==> config.mk <==
export PLATFORM = sky130hd
export DESIGN_NAME = mem_arbiter
export DESIGN_NICKNAME = d
export VERILOG_FILES = /design/src/rtl/common_pkg.sv /design/src/rtl/mem_arbiter.sv
export SDC_FILE = /design/constraint.sdc
export NUM_CORES = 1
export LEC_CHECK = 0
export ABC_AREA = 0
export CORE_ASPECT_RATIO = 1.5
export CORE_MARGIN = 2
export CORE_UTILIZATION = 33
export CTS_CLUSTER_DIAMETER = 50
export DETAILED_ROUTE_END_ITERATION = 10
export PLACE_DENSITY_LB_ADDON = 0.3
export RECOVER_POWER = 100
export SLEW_MARGIN = 20
export SYNTH_ARGS = -nofsm -noshare
export SYNTH_HDL_FRONTEND = slang
export SYNTH_SLANG_ARGS = --single-unit
==> constraint.sdc <==
create_clock -name clk -period 2.6 [get_ports clk]
set_input_delay 0.78 -clock clk [delete_from_list [all_inputs] [get_ports clk]]
set_output_delay 0.78 -clock clk [all_outputs]
set_load 0.01 [all_outputs]
==> src/rtl/common_pkg.sv <==
// Shared types for the memory arbiter: FSM states, owner tags
// and the registered request bundle.
package common;

  localparam int ADDR_W = 32;
  localparam int DATA_W = 32;

  typedef enum logic [1:0] {
    IDLE,
    WAIT,
    RESP
  } arb_state_e;

  typedef enum logic [1:0] {
    OWN_NONE,
    OWN_I,
    OWN_D
  } mem_owner_e;

  typedef struct packed {
    logic              we;
    logic [3:0]        be;
    logic [ADDR_W-1:0] addr;
    logic [DATA_W-1:0] wdata;
  } mem_req_type;

endpackage

==> src/rtl/mem_arbiter.sv <==
// Two-port (fetch/data) single-outstanding memory arbiter.
// Data wins by default; a fetch starved STARVE_LIMIT grants wins.
module mem_arbiter
  import common::*;
#(
  parameter int STARVE_LIMIT = 4
) (
  input  logic              clk,
  input  logic              reset,
  input  logic              imem_req,
  input  logic [ADDR_W-1:0] imem_addr,
  output logic              imem_gnt,
  output logic              imem_rvalid,
  output logic [DATA_W-1:0] imem_rdata,
  input  logic              dmem_req,
  input  logic              dmem_we,
  input  logic [3:0]        dmem_be,
  input  logic [ADDR_W-1:0] dmem_addr,
  input  logic [DATA_W-1:0] dmem_wdata,
  output logic              dmem_gnt,
  output logic              dmem_rvalid,
  output logic [DATA_W-1:0] dmem_rdata,
  output logic              mem_req,
  output logic              mem_we,
  output logic [3:0]        mem_be,
  output logic [ADDR_W-1:0] mem_addr,
  output logic [DATA_W-1:0] mem_wdata,
  input  logic              mem_ready,
  input  logic              mem_rvalid,
  input  logic [DATA_W-1:0] mem_rdata
);

  localparam int SW = $clog2(STARVE_LIMIT + 1);
  localparam logic [SW-1:0] LIM = SW'(STARVE_LIMIT);

  arb_state_e  state_q, state_d;
  mem_owner_e  owner_q, owner_d;
  mem_req_type req_q, req_d;
  logic [SW-1:0] starve_q, starve_d;
  logic pick_i;

  always_ff @(posedge clk or posedge reset) begin
    if (reset) begin
      state_q  <= IDLE;
      owner_q  <= OWN_NONE;
      req_q    <= '0;
      starve_q <= '0;
    end else begin
      state_q  <= state_d;
      owner_q  <= owner_d;
      req_q    <= req_d;
      starve_q <= starve_d;
    end
  end

  assign pick_i = imem_req && (!dmem_req || starve_q == LIM);

  always_comb begin
    state_d     = state_q;
    owner_d     = owner_q;
    req_d       = req_q;
    starve_d    = starve_q;
    imem_gnt    = 1'b0;
    dmem_gnt    = 1'b0;
    imem_rvalid = 1'b0;
    dmem_rvalid = 1'b0;
    imem_rdata  = '0;
    dmem_rdata  = '0;
    mem_req     = 1'b0;
    mem_we      = 1'b0;
    mem_be      = '0;
    mem_addr    = '0;
    mem_wdata   = '0;
    unique case (state_q)
      IDLE: begin
        // gnt is combinational, so mask it while reset holds IDLE
        if (!reset && (imem_req || dmem_req)) begin
          state_d = WAIT;
          if (pick_i) begin
            imem_gnt = 1'b1;
            owner_d  = OWN_I;
            req_d    = '{we: 1'b0, be: 4'hF,
                         addr: imem_addr, wdata: '0};
            starve_d = '0;
          end else begin
            dmem_gnt = 1'b1;
            owner_d  = OWN_D;
            req_d    = '{we: dmem_we, be: dmem_be,
                         addr: dmem_addr, wdata: dmem_wdata};
            if (!imem_req)
              starve_d = '0;
            else if (starve_q != LIM)
              starve_d = starve_q + SW'(1);
          end
        end
      end
      WAIT: begin
        mem_req   = 1'b1;
        mem_we    = req_q.we;
        mem_be    = req_q.be;
        mem_addr  = req_q.addr;
        mem_wdata = req_q.wdata;
        if (mem_ready) state_d = RESP;
      end
      RESP: begin
        if (mem_rvalid) begin
          if (owner_q == OWN_I) begin
            imem_rvalid = 1'b1;
            imem_rdata  = mem_rdata;
          end
          if (owner_q == OWN_D) begin
            dmem_rvalid = 1'b1;
            dmem_rdata  = mem_rdata;
          end
          state_d = IDLE;
          owner_d = OWN_NONE;
          req_d   = '0;
        end
      end
      default: state_d = IDLE;
    endcase
  end

endmodule

After elaboration in Yosys (flattened, before gate mapping)
Index checks and enable logic that the tools add are counted.
- add/sub/neg operators: 1
- equal/unequal tests: 10
- multiplexer cells: 37
- reductions and logical operators: 11
- operators by type and width (operator ; count):
    $mux W32 ; 8
    $mux W69 ; 3
    $pmux W69 S2 ; 1
    $mux W1 ; 14
    $mux W2 ; 5
    $mux W3 ; 3
    $reduce_and A3 Y1 ; 3
    $ne A2 B2 Y1 const B ; 3
    $pmux W2 S3 ; 1
    $eq A2 B1 Y1 const B ; 2
    $eq A2 B2 Y1 const B ; 2
    $mux W4 ; 1
    $pmux W2 S2 ; 1
    $add A3 B1 Y3 const B ; 1
    $eq A3 B3 Y1 const B ; 1
    $ne A3 B1 Y1 const B ; 1
    $ne A3 B3 Y1 const B ; 1
    $logic_and A1 B1 Y1 ; 2
    $logic_not A1 Y1 ; 2
    $logic_not A2 Y1 ; 1
    $logic_or A1 B1 Y1 ; 2
    $reduce_bool A2 Y1 ; 1
- flip-flop bits (word level): 76
- input bits: 139
- output and inout bits: 138
- logic and storage cells: 66

Longest topological paths before layout
- depth in word-level cells: 6
- mapped depth: 7
- depth with buffers taken out: 6

Worst setup path before layout
Ideal clock, no wire load.
- path type: input to output
- start point: in reset
- end point: out imem_gnt
- arrival time: 1.734 ns
- required time: 1.820 ns
- slack: 0.086 ns
- stages: 5
- path buffers: 1
- cell sequence: o21bai_1 -> o21a_1 -> nor2_2 -> buf_4 -> and2_1
- longest elaborated chain between the ends: 4
- RTL lines (what ; RTL line ; text):
    from (decl) ; mem_arbiter.sv:9 ; input logic reset,
    $logic_not A1 Y1 ; mem_arbiter.sv:77 ; if (!reset && (imem_req || dmem_req)) begin
    $logic_and A1 B1 Y1 ; mem_arbiter.sv:77 ;
    $mux W1 ; mem_arbiter.sv:77 ;
    $mux W1 ; mem_arbiter.sv:74 ; unique case (state_q)
    to (decl) ; mem_arbiter.sv:12 ; output logic imem_gnt,
No other way between the ends.

Worst setup path in the final report
- start point: reg state_q[0]
- end point: out dmem_rdata[27]
- longest elaborated chain between the ends: 2
- RTL lines (what ; RTL line ; text):
    from (decl) ; mem_arbiter.sv:36 ; arb_state_e state_q, state_d;
    from (signal assigned) ; mem_arbiter.sv:49 ; state_q <= state_d;
    $eq A2 B2 Y1 ; mem_arbiter.sv:74 ;
    $mux W32 ; mem_arbiter.sv:74 ;
    to (decl) ; mem_arbiter.sv:22 ; output logic [DATA_W-1:0] dmem_rdata,
No other way between the ends.

==> Implementation_results.wiki <==
{| class="wikitable"
! Metric !! Value
|-
| Result of the run || complete, but fails checks
|-
| Violated checks || max-capacitance violations, max-slew violations, negative setup slack
|-
| Global placer's final weighted congestion || between 0.7 and 0.8
|-
| Share of the core filled with cells in the final layout || 59.4%
|-
| Largest vdd supply drop || just under 500 µV
|-
| R2r worst-path depth || 6
|-
| Distinct cell type count after synthesis || 31
|-
| Via count of the first global-routing pass || 4394
|-
| Cell type with the highest occurrence count on the critical path || sky130_fd_sc_hd__buf_6
|-
| Critical-path cell with the highest stage delay || sky130_fd_sc_hd__dfrtp_1
|-
| Power per Cell Area || approximately 800 nW/µm²
|-
| Worst hold path type || reg2reg
|-
| Clock tree from TritonCTS || yes
|-
| Setup repair after global routing missed its margin || true
|-
| CP Capture Type || output port
|-
| Cell count of the worst hold path || 1
|-
| Clock transition at path regs || roughly 50 ps
|-
| WL final || 14.0 mm
|-
| Area growth from synthesis to final layout || 76.9%
|-
| Worst Setup Path Type || reg2out
|-
| Starting utilization of the core area || 33.6%
|-
| EDFF count, synth || 0
|-
| Number of nets produced by synthesis || ~530
|-
| Clock tree sinks || 76
|-
| DIE HEIGHT || 142 µm
|-
| Crit Reg-Reg Endpoint || req_q[4]$_DFFE_PP0P_
|-
| Max clock buf depth || 2
|-
| Async set-reset flop share out of synthesis || 100%
|-
| Proportion of layout cells with a drive suffix above 1 || between 30% and 40%
|-
| Number of port buffers || approximately 280
|-
| Post-route ant nets || 0
|-
| Average wire length per cell after detail routing || 16.7 µm
|-
| Antenna violations before repair || 1
|-
| Slew at the pin with the worst max-slew slack || about 1600 ps
|-
| Synthesized area per cell || approximately 11 µm²
|-
| Die area || about 14000 µm²
|-
| Area of the placeable core || around 12000 µm²
|-
| Share of the clock period used by the worst path after layout || 102%
|-
| Worst setup skew after layout || 4.75 ps
|-
| Post-detail-place hpwl || 10.0 mm
|-
| Primary FF master, synth || sky130_fd_sc_hd__dfrtp_1
|-
| Worst hold slack || 496 ps
|-
| Via density per instance || a little under 5
|-
| GR Overflow Total || 0
|-
| Placed standard-cell area || approximately 7000 µm²
|-
| Ports placed on the boundary || 277
|-
| Worst Path Required || 1820 ps
|-
| Beginning of the worst hold path || req_q[54]$_DFFE_PP0P_
|-
| Sequential cell area fraction in the yosys report || 45.5%
|-
| Total standard cell area after synthesis || 4180 µm²
|-
| Root buffer selected by CTS || sky130_fd_sc_hd__clkbuf_16
|-
| Insertion delay of the later-clocked pin in the worst-skew pair || approximately 330 ps
|-
| Worst min-delay path endpoint || req_q[54]$_DFFE_PP0P_
|-
| Footprint of the flip-flops and latches || between 1500 and 2000 µm²
|-
| Fin. Hold Viols || 0
|-
| Cell with the most instances after synthesis || sky130_fd_sc_hd__and2_1
|-
| FF-to-FF setup slack || 530 ps
|-
| Peak clock frequency supported by timing || 378 MHz
|-
| Row count || 50
|-
| Synth area leader || sky130_fd_sc_hd__dfrtp_1
|-
| Syn Inst Count || approximately 390
|-
| Crit Reg-Reg Startpoint || state_q[1]$_DFFE_PP0P_
|-
| Worst-case headroom to the max-slew limit || -9.47%
|-
| Footprint of the multi-input gates || about 2200 µm²
|-
| Post-route DRC violation count || 0
|-
| Number of nets at the end of the flow || slightly above 800
|-
| Max-capacitance violation count || 1
|-
| Pins Over Slew Limit || 77
|-
| Maximum single-stage delay on the critical path || between 300 and 400 ps
|-
| Horiz. Die Dim || around 96 µm
|-
| Synth top area cells || sky130_fd_sc_hd__dfrtp_1 (45%), sky130_fd_sc_hd__and2_1 (20%), sky130_fd_sc_hd__a22o_1 (14%)
|-
| Commonest cells in the synthesized netlist || sky130_fd_sc_hd__and2_1 (134), sky130_fd_sc_hd__dfrtp_1 (76), sky130_fd_sc_hd__a22o_1 (65), sky130_fd_sc_hd__mux2_2 (33), sky130_fd_sc_hd__o21ai_0 (14)
|-
| Leakage power || about 3.6 nW
|-
| Largest net degree at the start of global routing || 77
|-
| CTS buffer count || 9
|-
| Count of endpoints failing setup in the final report || 7
|-
| Share of Yosys cell area claimed by the top area cell type || between 40% and 50%
|-
| Iteration-0 DRC count of the detailed router || 145
|-
| Number of filler cells placed in the layout || 1085
|-
| Maximum fanout count along the critical path || 4
|-
| Yosys warns || 0
|-
| FF+latch count, synth || between 70 and 80
|-
| TritonRoute pass-1 iters || 4
|-
| Detailed-route via count || between 4000 and 5000
|-
| Number of hold-repair buffers added at the cts stage || 0
|-
| Data arrival time at the worst-slack endpoint || ~1900 ps
|-
| Startpoint Class || flop
|-
| Maximum level of the CTS H-tree || 3
|-
| Min Clock Period, post-route || 2650 ps
|-
| Worst setup slack before clock tree synthesis || -748 ps
|-
| First-pass GRT wire length || roughly 22 mm
|-
| Post-route cell area || around 7400 µm²
|-
| Worst setup margin || -48.0 ps
|-
| Overall Global Routing Usage || roughly a fifth
|-
| List of cells traversed by the critical path || buf_6 -> nor2b_4 -> nand2_4 -> nor3b_4 -> buf_6 -> buf_12 -> buf_16 -> and2_4 -> buf_6
|}
## registers in the layout, indices dropped and copies added (netlist names)
| register | cells |
|---|---|
| owner_q | 2 |
| starve_q | 3 |
| req_q | 69 |
| state_q | 2 |
## per-stage QoR
| step | setup TNS, ps | power, W | cells |
|---|---|---|---|
| 6_report | -255 | 0.00589 | 841 |
| 5_1_grt | -6190 | 0.00631 | 841 |
| 4_1_cts | -1200 | 0.00601 | 839 |
| 3_5_place_dp | -51670 | 0.00482 | 810 |
| 3_3_place_gp | -49650 | 0.00473 | 810 |
| 2_1_floorplan | 0 | 0.00352 | 391 |
## placed cells by master, fill, tap and decap left out, types with 3 or more instances in the layout
cell type,instances
sky130_fd_sc_hd__clkdlybuf4s50_1,134
sky130_fd_sc_hd__and2_1,109
sky130_fd_sc_hd__dfrtp_1,76
sky130_fd_sc_hd__a22o_1,65
sky130_fd_sc_hd__buf_2,41
sky130_fd_sc_hd__buf_6,35
sky130_fd_sc_hd__mux2_2,33
sky130_fd_sc_hd__clkbuf_2,31
sky130_fd_sc_hd__and2_4,25
sky130_fd_sc_hd__clkdlybuf4s15_1,23
sky130_fd_sc_hd__dlygate4sd2_1,22
sky130_fd_sc_hd__o21ai_0,15
sky130_fd_sc_hd__buf_4,12
sky130_fd_sc_hd__clkbuf_16,9
sky130_fd_sc_hd__nand2_1,5
sky130_fd_sc_hd__buf_12,5
sky130_fd_sc_hd__inv_1,4
sky130_fd_sc_hd__clkbuf_1,4
sky130_fd_sc_hd__nand2b_1,3
sky130_fd_sc_hd__clkinvlp_4,3
## worst max-delay path, delay by kind of cell (launching register included)
kind / cells / cell delay [ps]
buffers and inverters: 5 / 590
DFF: 1 / 390
and+or+nand+nor: 4 / 570
## power by group
part / internal, W / switching (W) / leakage [nW]
sequential: 0.00176 / 0.000287 / 0.957
combinational: 0.00150 / 0.00116 / 2.49
clock: 0.000728 / 0.000457 / 0.133
## repair_timing
item	CTS	global route
setup buffers	10	5
pin swaps	15	17
resized for setup	388	125
gates cloned	5	1
setup endpoints to repair	138	69
## worst max-delay path by stage
stage	start	end	slack (ps)	cells after the start
final	state_q[0]$_DFFE_PP0P_	dmem_rdata[27]	-50	9
after global routing	state_q[0]$_DFFE_PP0P_	dmem_rdata[27]	-130	9
after CTS	state_q[0]$_DFFE_PP0P_	dmem_rdata[5]	-140	8
after detailed placement	mem_rvalid	imem_rdata[15]	-750	6
after global placement	mem_rvalid	dmem_rdata[18]	-720	6
after floorplan	reset	imem_gnt	90	5
## per-layer routing
| metal | part of all wire [%] | vias to the layer above | GRT usage [%] |
|---|---|---|---|
| li1 | - | 1927 | - |
| met4 | 2.4 | 0 | 7.97 |
| met1 | 38 | 1919 | 22.3 |
| met5 | 0 | - | 0 |
| met3 | 9.0 | 27 | 6.32 |
| met2 | 51 | 174 | 35.9 |
## cells by family after synthesis
logic type               synth area share, %
AND/OR/NAND/NOR                         23.4
AO/OA/AOI/OAI                           16.7
flip-flops                              45.5
buffers and inverters                   4.85
multiplexers                            8.89
adder cells (fa/ha/maj)                0.599
## cell type report
class                   instances  area share (%)
clock inverters                 5           0.745
clock buffers                   9            3.05
multi-input cells             278            29.6
inverters                       5           0.305
well taps                     156            2.64
flip-flops and latches         76            25.7
diodes                          1          0.0338
repair buffers                311            37.9
Power figures use the tool's default switching activity.
